File: config.mk
export PLATFORM = sky130hd
export DESIGN_NAME = fcmp_pipe
export DESIGN_NICKNAME = d
export VERILOG_FILES = /design/src/rtl/fcmp_pipe.sv
export SDC_FILE = /design/constraint.sdc
export NUM_CORES = 1
export LEC_CHECK = 0
export CORE_ASPECT_RATIO = 0.8
export CORE_UTILIZATION = 57
export DETAILED_ROUTE_END_ITERATION = 10
export GPL_TIMING_DRIVEN = 0
export MAX_ROUTING_LAYER = met4
export PLACE_DENSITY = 0.86
export SYNTH_ARGS = -nofsm -noshare
export SYNTH_HDL_FRONTEND = slang
export SYNTH_SLANG_ARGS = --single-unit
export TNS_END_PERCENT = 10
File: constraint.sdc
create_clock -name clk -period 8.45 [get_ports clk]
set_input_delay 1.69 -clock clk [delete_from_list [all_inputs] [get_ports clk]]
set_output_delay 1.69 -clock clk [all_outputs]
set_load 0.005 [all_outputs]
File: src/rtl/fcmp_pipe.sv
// fcmp_pipe: two-stage single-precision compare/select unit (FMAX/FMIN/FEQ/FLT/FLE), valid/ready both sides.
// Define FCMP_FCLASS_EN to add FCLASS on op 101; otherwise op 101 returns 0 like any illegal op.
module fcmp_pipe #(
  parameter int WIDTH = 32,
  parameter int TAG_W = 5
) (
  input  logic             clk,
  input  logic             rst,
  input  logic             in_valid,
  output logic             in_ready,
  input  logic [2:0]       in_op,
  input  logic [WIDTH-1:0] in_a,
  input  logic [WIDTH-1:0] in_b,
  input  logic [TAG_W-1:0] in_tag,
  output logic             out_valid,
  input  logic             out_ready,
  output logic [WIDTH-1:0] out_result,
  output logic [TAG_W-1:0] out_tag,
  output logic             out_nv
);

  typedef enum logic [2:0] {
    OP_FMAX   = 3'b000,
    OP_FMIN   = 3'b001,
    OP_FEQ    = 3'b010,
    OP_FLT    = 3'b011,
    OP_FLE    = 3'b100,
    OP_FCLASS = 3'b101
  } op_e;

  typedef struct packed {
    logic sign;
    logic nan;
    logic snan;
    logic zero;
    logic inf;
    logic sub;
  } fcls_t;

  localparam logic [WIDTH-1:0] CANON_NAN = WIDTH'(32'h7FC0_0000);

  function automatic fcls_t classify(input logic [WIDTH-1:0] x);
    fcls_t c;
    logic  exp_ones;
    logic  exp_zero;
    logic  frac_nz;
    exp_ones = &x[30:23];
    exp_zero = ~|x[30:23];
    frac_nz  = |x[22:0];
    c.sign   = x[31];
    c.nan    = exp_ones & frac_nz;
    c.snan   = exp_ones & frac_nz & ~x[22];
    c.zero   = exp_zero & ~frac_nz;
    c.inf    = exp_ones & ~frac_nz;
    c.sub    = exp_zero & frac_nz;
    return c;
  endfunction

  // Strict x < y for non-NaN operands; signed zeros compare equal.
  function automatic logic flt(input logic [WIDTH-1:0] x, input logic [WIDTH-1:0] y,
                               input fcls_t cx, input fcls_t cy);
    if (cx.zero && cy.zero) return 1'b0;
    if (x == y)             return 1'b0;
    if (cx.sign != cy.sign) return cx.sign;
    if (cx.sign)            return x[30:0] > y[30:0];
    return x[30:0] < y[30:0];
  endfunction

`ifdef FCMP_FCLASS_EN
  function automatic logic [9:0] fclass_mask(input fcls_t c);
    logic [9:0] m;
    logic       normal;
    m      = '0;
    normal = ~c.nan & ~c.inf & ~c.zero & ~c.sub;
    if (c.nan) begin
      m[8] = c.snan;
      m[9] = ~c.snan;
    end else if (c.sign) begin
      m[0] = c.inf;
      m[1] = normal;
      m[2] = c.sub;
      m[3] = c.zero;
    end else begin
      m[4] = c.zero;
      m[5] = c.sub;
      m[6] = normal;
      m[7] = c.inf;
    end
    return m;
  endfunction
`endif

  logic             s1_valid_q;
  logic [2:0]       s1_op_q;
  logic [WIDTH-1:0] s1_a_q;
  logic [WIDTH-1:0] s1_b_q;
  logic [TAG_W-1:0] s1_tag_q;
  fcls_t            s1_ca_q;
  fcls_t            s1_cb_q;

  logic             s2_valid_q;
  logic [WIDTH-1:0] s2_result_q;
  logic [TAG_W-1:0] s2_tag_q;
  logic             s2_nv_q;
  logic [WIDTH-1:0] s2_result_d;
  logic             s2_nv_d;

  logic s1_en;
  logic s2_en;

  assign s2_en    = ~s2_valid_q | out_ready;
  assign s1_en    = ~s1_valid_q | s2_en;
  assign in_ready = s1_en;

  assign out_valid  = s2_valid_q;
  assign out_result = s2_result_q;
  assign out_tag    = s2_tag_q;
  assign out_nv     = s2_nv_q;

  logic any_nan;
  logic any_snan;
  logic both_zero;
  logic a_eq_b;
  logic a_lt_b;
  logic b_lt_a;
  logic is_min;

  assign any_nan   = s1_ca_q.nan | s1_cb_q.nan;
  assign any_snan  = s1_ca_q.snan | s1_cb_q.snan;
  assign both_zero = s1_ca_q.zero & s1_cb_q.zero;
  assign a_eq_b    = both_zero | (s1_a_q == s1_b_q);
  assign a_lt_b    = flt(s1_a_q, s1_b_q, s1_ca_q, s1_cb_q);
  assign b_lt_a    = flt(s1_b_q, s1_a_q, s1_cb_q, s1_ca_q);
  assign is_min    = (s1_op_q == OP_FMIN);

  // Class bits not consumed by every build configuration.
  logic unused_cls;
  assign unused_cls = &{1'b0, s1_ca_q.sub, s1_cb_q.sub, s1_cb_q.inf, s1_ca_q.inf};

  always_comb begin
    // NOTE: defaults first so every path assigns both outputs and no latch is inferred.
    s2_result_d = '0;
    s2_nv_d     = 1'b0;
    case (s1_op_q)
      OP_FMAX, OP_FMIN: begin
        s2_nv_d = any_snan;
        if (s1_ca_q.nan && s1_cb_q.nan)  s2_result_d = CANON_NAN;
        else if (s1_ca_q.nan)            s2_result_d = s1_b_q;
        else if (s1_cb_q.nan)            s2_result_d = s1_a_q;
        else if (both_zero)              s2_result_d = (s1_ca_q.sign == is_min) ? s1_a_q : s1_b_q;
        else if (is_min)                 s2_result_d = b_lt_a ? s1_b_q : s1_a_q;
        else                             s2_result_d = a_lt_b ? s1_b_q : s1_a_q;
      end
      OP_FEQ: begin
        s2_nv_d     = any_snan;
        s2_result_d = WIDTH'(~any_nan & a_eq_b);
      end
      OP_FLT: begin
        s2_nv_d     = any_nan;
        s2_result_d = WIDTH'(~any_nan & a_lt_b);
      end
      OP_FLE: begin
        s2_nv_d     = any_nan;
        s2_result_d = WIDTH'(~any_nan & (a_lt_b | a_eq_b));
      end
`ifdef FCMP_FCLASS_EN
      OP_FCLASS: s2_result_d = WIDTH'(fclass_mask(s1_ca_q));
`endif
      default: ;
    endcase
  end

  // NOTE: data registers are reset too, so outputs read zero after reset rather than stale values.
  always_ff @(posedge clk or posedge rst) begin
    if (rst) begin
      s1_valid_q  <= 1'b0;
      s1_op_q     <= '0;
      s1_a_q      <= '0;
      s1_b_q      <= '0;
      s1_tag_q    <= '0;
      s1_ca_q     <= '0;
      s1_cb_q     <= '0;
      s2_valid_q  <= 1'b0;
      s2_result_q <= '0;
      s2_tag_q    <= '0;
      s2_nv_q     <= 1'b0;
    end else begin
      if (s1_en) begin
        s1_valid_q <= in_valid;
        if (in_valid) begin
          s1_op_q  <= in_op;
          s1_a_q   <= in_a;
          s1_b_q   <= in_b;
          s1_tag_q <= in_tag;
          s1_ca_q  <= classify(in_a);
          s1_cb_q  <= classify(in_b);
        end
      end
      if (s2_en) begin
        s2_valid_q <= s1_valid_q;
        if (s1_valid_q) begin
          s2_result_q <= s2_result_d;
          s2_tag_q    <= s1_tag_q;
          s2_nv_q     <= s2_nv_d;
        end
      end
    end
  end

endmodule

# Word-level counts from Yosys, hierarchy flattened

Index checks and enable logic that the tools add are counted.

Order comparisons: 4
Eq/ne operators: 9
Mux-type cells: 44
Bitwise gates (word level): 23
Reductions and logical operators: 16

Operators by type and width:

| cell                                                            | count |
|---|---|
| 32-bit 2-to-1 mux                                               | 8 |
| 32-bit one-hot mux with 4 select lines                          | 1 |
| 32-bit by 1-bit AND with 32-bit output                          | 3 |
| 32-bit == test                                                  | 2 |
| 31-bit > comparator                                             | 2 |
| 31-bit < comparator                                             | 2 |
| 23-bit OR reduction                                             | 2 |
| 1-bit 2-to-1 mux                                                | 34 |
| 1-bit NOT with 32-bit output                                    | 1 |
| 8-bit AND reduction                                             | 2 |
| 8-bit OR reduction                                              | 2 |
| 1-bit AND                                                       | 7 |
| 3-bit by 2-bit == test with 1-bit output, second input constant | 2 |
| 1-bit NOT                                                       | 6 |
| 1-bit bitwise OR                                                | 6 |
| 2-bit AND reduction                                             | 2 |
| 2-bit OR reduction                                              | 2 |
| 3-bit by 1-bit == test with 1-bit output, second input constant | 1 |
| 3-bit == test, second input constant                            | 1 |
| 3-bit zero test                                                 | 1 |
| 3-bit OR reduction                                              | 1 |
| 1-bit logical AND                                               | 2 |
| 1-bit zero test                                                 | 2 |
| 1-bit inequality test                                           | 2 |
| other kinds (2)                                                 | 2 |

Bits in registers: 120
Bits of input ports: 76
Output and inout port bits: 40
Word-level logic and storage cells: 113

# Depth between registers and ports, before layout

Depth in word-level cells: 19
Gate-level depth with buffers: 12
Gate-level depth less buffers: 10

# Worst setup path before layout

OpenSTA, ideal clock, no wires.

Kind: input -> output
From: input out_ready
To: output in_ready
Arrival time: 1869 ps
Required time: 6760 ps
Slack: 4891 ps
Cell stages on the path: 1
Path buffers: 0
Path through: nand3b_1

Longest elaborated chain between the ends: 2

RTL lines:

| item             | RTL line | source |
|---|---|---|
| from (decl)      | 16       | `input logic out_ready,` |
| 1-bit bitwise OR | 111      | `assign s2_en = ~s2_valid_q \| out_ready;` |
| 1-bit bitwise OR | 112      | `assign s1_en = ~s1_valid_q \| s2_en;` |
| to (decl)        | 10       | `output logic in_ready,` |

Every way passes these cells.

# Final worst setup path

Same ends and word-level chain as after synthesis.

==> impl_metrics.py <==
metrics = {
    "clock_network": {
        "cts_setup_buffers": 0,
        "clk_pin_slew_ns": 0.05,
        "cts_root_buf": "clkbuf_16",
        "cts_resized": 0,
        "clock_latency_ns": 0.42,
        "holdBufCountCts": 0,
        "h-tree-depth": 4,
        "clk_path_buf_depth": 2,
        "cts_tree": "built",
        "cts_buffers": 17,
        "cts_sinks": 118,
    },
    "placement": {
        "hpwl_um": 12900,
        "gp_congestion": 0.947,
        "io_buffer_count": 115,
        "dp_worst_setup_slack_ns": 3.93,
    },
    "yosys": {
        "synth_top_area_frac": 0.474,
        "mappedNetlistNets": 711,
        "synth-seq-area-share": 0.474,
        "synth_top_area_cell": "dfrtp_1",
        "syn_area_um2": 6220,
        "synth.area.top_cells": "dfrtp_1 (47%), mux2_2 (13%), ha_1 (6.2%)",
        "ys_seq_elements": 118,
        "synth-edff-count": 0,
        "synth_most_common_cell": "dfrtp_1",
        "synth-warning-count": 0,
        "async_reset_ff_frac": 1.00,
        "avgSynthCellArea_um2": 10.3,
        "synth_flop_cell": "dfrtp_1",
        "yosys-top-cells-count": "dfrtp_1 (118), mux2_2 (72), nand2_1 (48)",
        "syn_inst": 604,
        "synthDistinctLibCells": 51,
    },
    "worst_setup_path": {
        "arrival_ns": 2.83,
        "reg2reg_depth": 11,
        "worstPathMaxFanout": 3,
        "crit_path_start": "out_ready",
        "path_class": "input port to primary output",
        "crit_path_end_kind": "primary output",
        "r2r-start": "s1_a_q[26]",
        "start_kind": "input port",
        "worstPathRequired_ns": 6.76,
    },
    "global_route": {
        "overflow": 0,
        "grt_pass1_wl_um": 29500,
        "track_usage": 0.357,
        "grt_max_degree": 74,
        "antenna_found_initial": 0,
        "grt_pass1_vias": 5955,
    },
    "sta": {
        "hold_ws_ns": 0.465,
        "fin_setup_tns_ns": 0,
        "hold_viol_final": 0,
        "skew_ns": 0.00979,
        "period_share": 0.535,
        "setup_viol": 0,
        "slew_viol_final": 0,
        "rsz0062_at_grt": "no",
        "worst_slack_ns": 3.93,
        "finalCriticalPeriod_ns": 4.52,
        "tightestPinTransition_ns": 0.786,
        "slew_headroom": 0.476,
        "fmax_ghz": 0.221,
    },
    "hold_path": {
        "min_path_cells": 2,
        "hold_path_startpoint": "s1_tag_q[4]",
        "hold_path.class": "flop to flop",
    },
    "die": {
        "start_util": 0.596,
        "fp.dieH_um": 95.5,
        "dieArea_um2": 11300,
        "ios": 116,
        "num_rows": 33,
        "core-area_um2": 10400,
        "die_w_um": 119,
    },
    "drt": {
        "dr_total_vias": 5724,
        "via_per_inst": 6.42,
        "wl_per_cell_um": 21.0,
        "first_pass_iters": 5,
        "wl_um": 18700,
        "drt_iter0_markers": 627,
        "ant_nets": 0,
        "drc": 0,
    },
    "power": {
        "p_per_area_nw_per_um2": 249,
        "p_leak_nw": 3.45,
        "vdd_drop_max_uv": 177,
    },
    "final_layout": {
        "fin_nets": 846,
        "drive_gt1_frac": 0.158,
        "area_delta_synth_final_pct": 31.9,
        "fillers": 631,
        "antenna_cells": 0,
    },
    "job": {
        "drv_cap": 0,
    },
    "outcome": {
        "status": "finished clean",
    },
}
-- state kept, by name, summed over array words and instances, names as in the netlist --
signal and cells:
out_nv 1, out_result 32, out_tag 5, out_valid 1, s1_a_q 32, s1_b_q 32
s1_ca_q 3, s1_cb_q 3, s1_op_q 3, s1_tag_q 5, s1_valid_q 1
-- power breakdown --
group / internal [mW] / switching [mW]
sequential: 0.657 / 0.0835
clock: 0.508 / 0.268
combinational: 0.269 / 0.260
total: 1.43 / 0.611
-- worst max-delay path: stages --
cell and delay [ns]:
clkdlybuf4s50_1 0.46, nand3b_1 0.15, clkdlybuf4s50_1 0.53
-- per-stage QoR --
stage	area, µm²	total power [mW]	util	cells
2_1_floorplan	6220	1.02	-	604
3_3_place_gp	7550	1.22	0.723	859
3_5_place_dp	7580	1.25	0.726	860
4_1_cts	8210	2.03	0.786	892
5_1_grt	8210	2.12	0.786	892
6_report	8210	2.05	0.786	892
-- cell type report --
type                    instances  area [µm²]  area share
inverters                      37         141      0.0172
multi-input cells             417        3000       0.365
flip-flops and latches        118        2950       0.360
well taps                     140         175      0.0213
clock inverters                12         175      0.0213
plain buffers                  32         138      0.0168
repair buffers                116        1180       0.144
clock buffers                  20         457      0.0556
-- layout by cell type (no fill, tap or decap), types with 8 or more instances in the layout --
cell and count:
dfrtp_1 118, clkdlybuf4s50_1 115, mux2_2 72, nand2_1 48, a21oi_1 45, inv_1 35, nor2_1 34, o21ai_0 32
ha_1 31, clkbuf_1 27, o22ai_1 19, a22oi_1 17, clkbuf_16 17, nor4_1 14, nand4_1 13, o21ai_1 11
nor3_1 8, and2_1 8
-- final timing paths --
| path | slack [ns] | to |
|---|---|---|
| max | 3.93 | in_ready |
| min reg2reg | 0.46 | out_tag[4] |
| min in group asynchronous | 1.69 | out_result[27] |
| max in group asynchronous | 6.00 | out_result[5] |
| min | 0.46 | out_tag[4] |
| max reg2reg | 5.22 | out_result[3] |
-- cell families after synthesis --
group | count (synthesis) | share of synthesized area
AO/OA/AOI/OAI | 154 | 0.156
AND/OR/NAND/NOR | 154 | 0.123
flip-flops | 118 | 0.474
multiplexers | 77 | 0.138
buffers and inverters | 69 | 0.0444
adder cells (fa/ha/maj) | 31 | 0.0623
XOR/XNOR | 1 | 0.00141
-- layer usage --
layer / global-route usage / up-vias / routed length [µm]
li1: - / 2498 / -
met4: 0.198 / 0 / 694
met3: 0.0909 / 79 / 1760
met1: 0.415 / 2758 / 7310
met5: - / - / 0
met2: 0.575 / 389 / 8920
No activity file was read; power rests on OpenSTA's default activity.
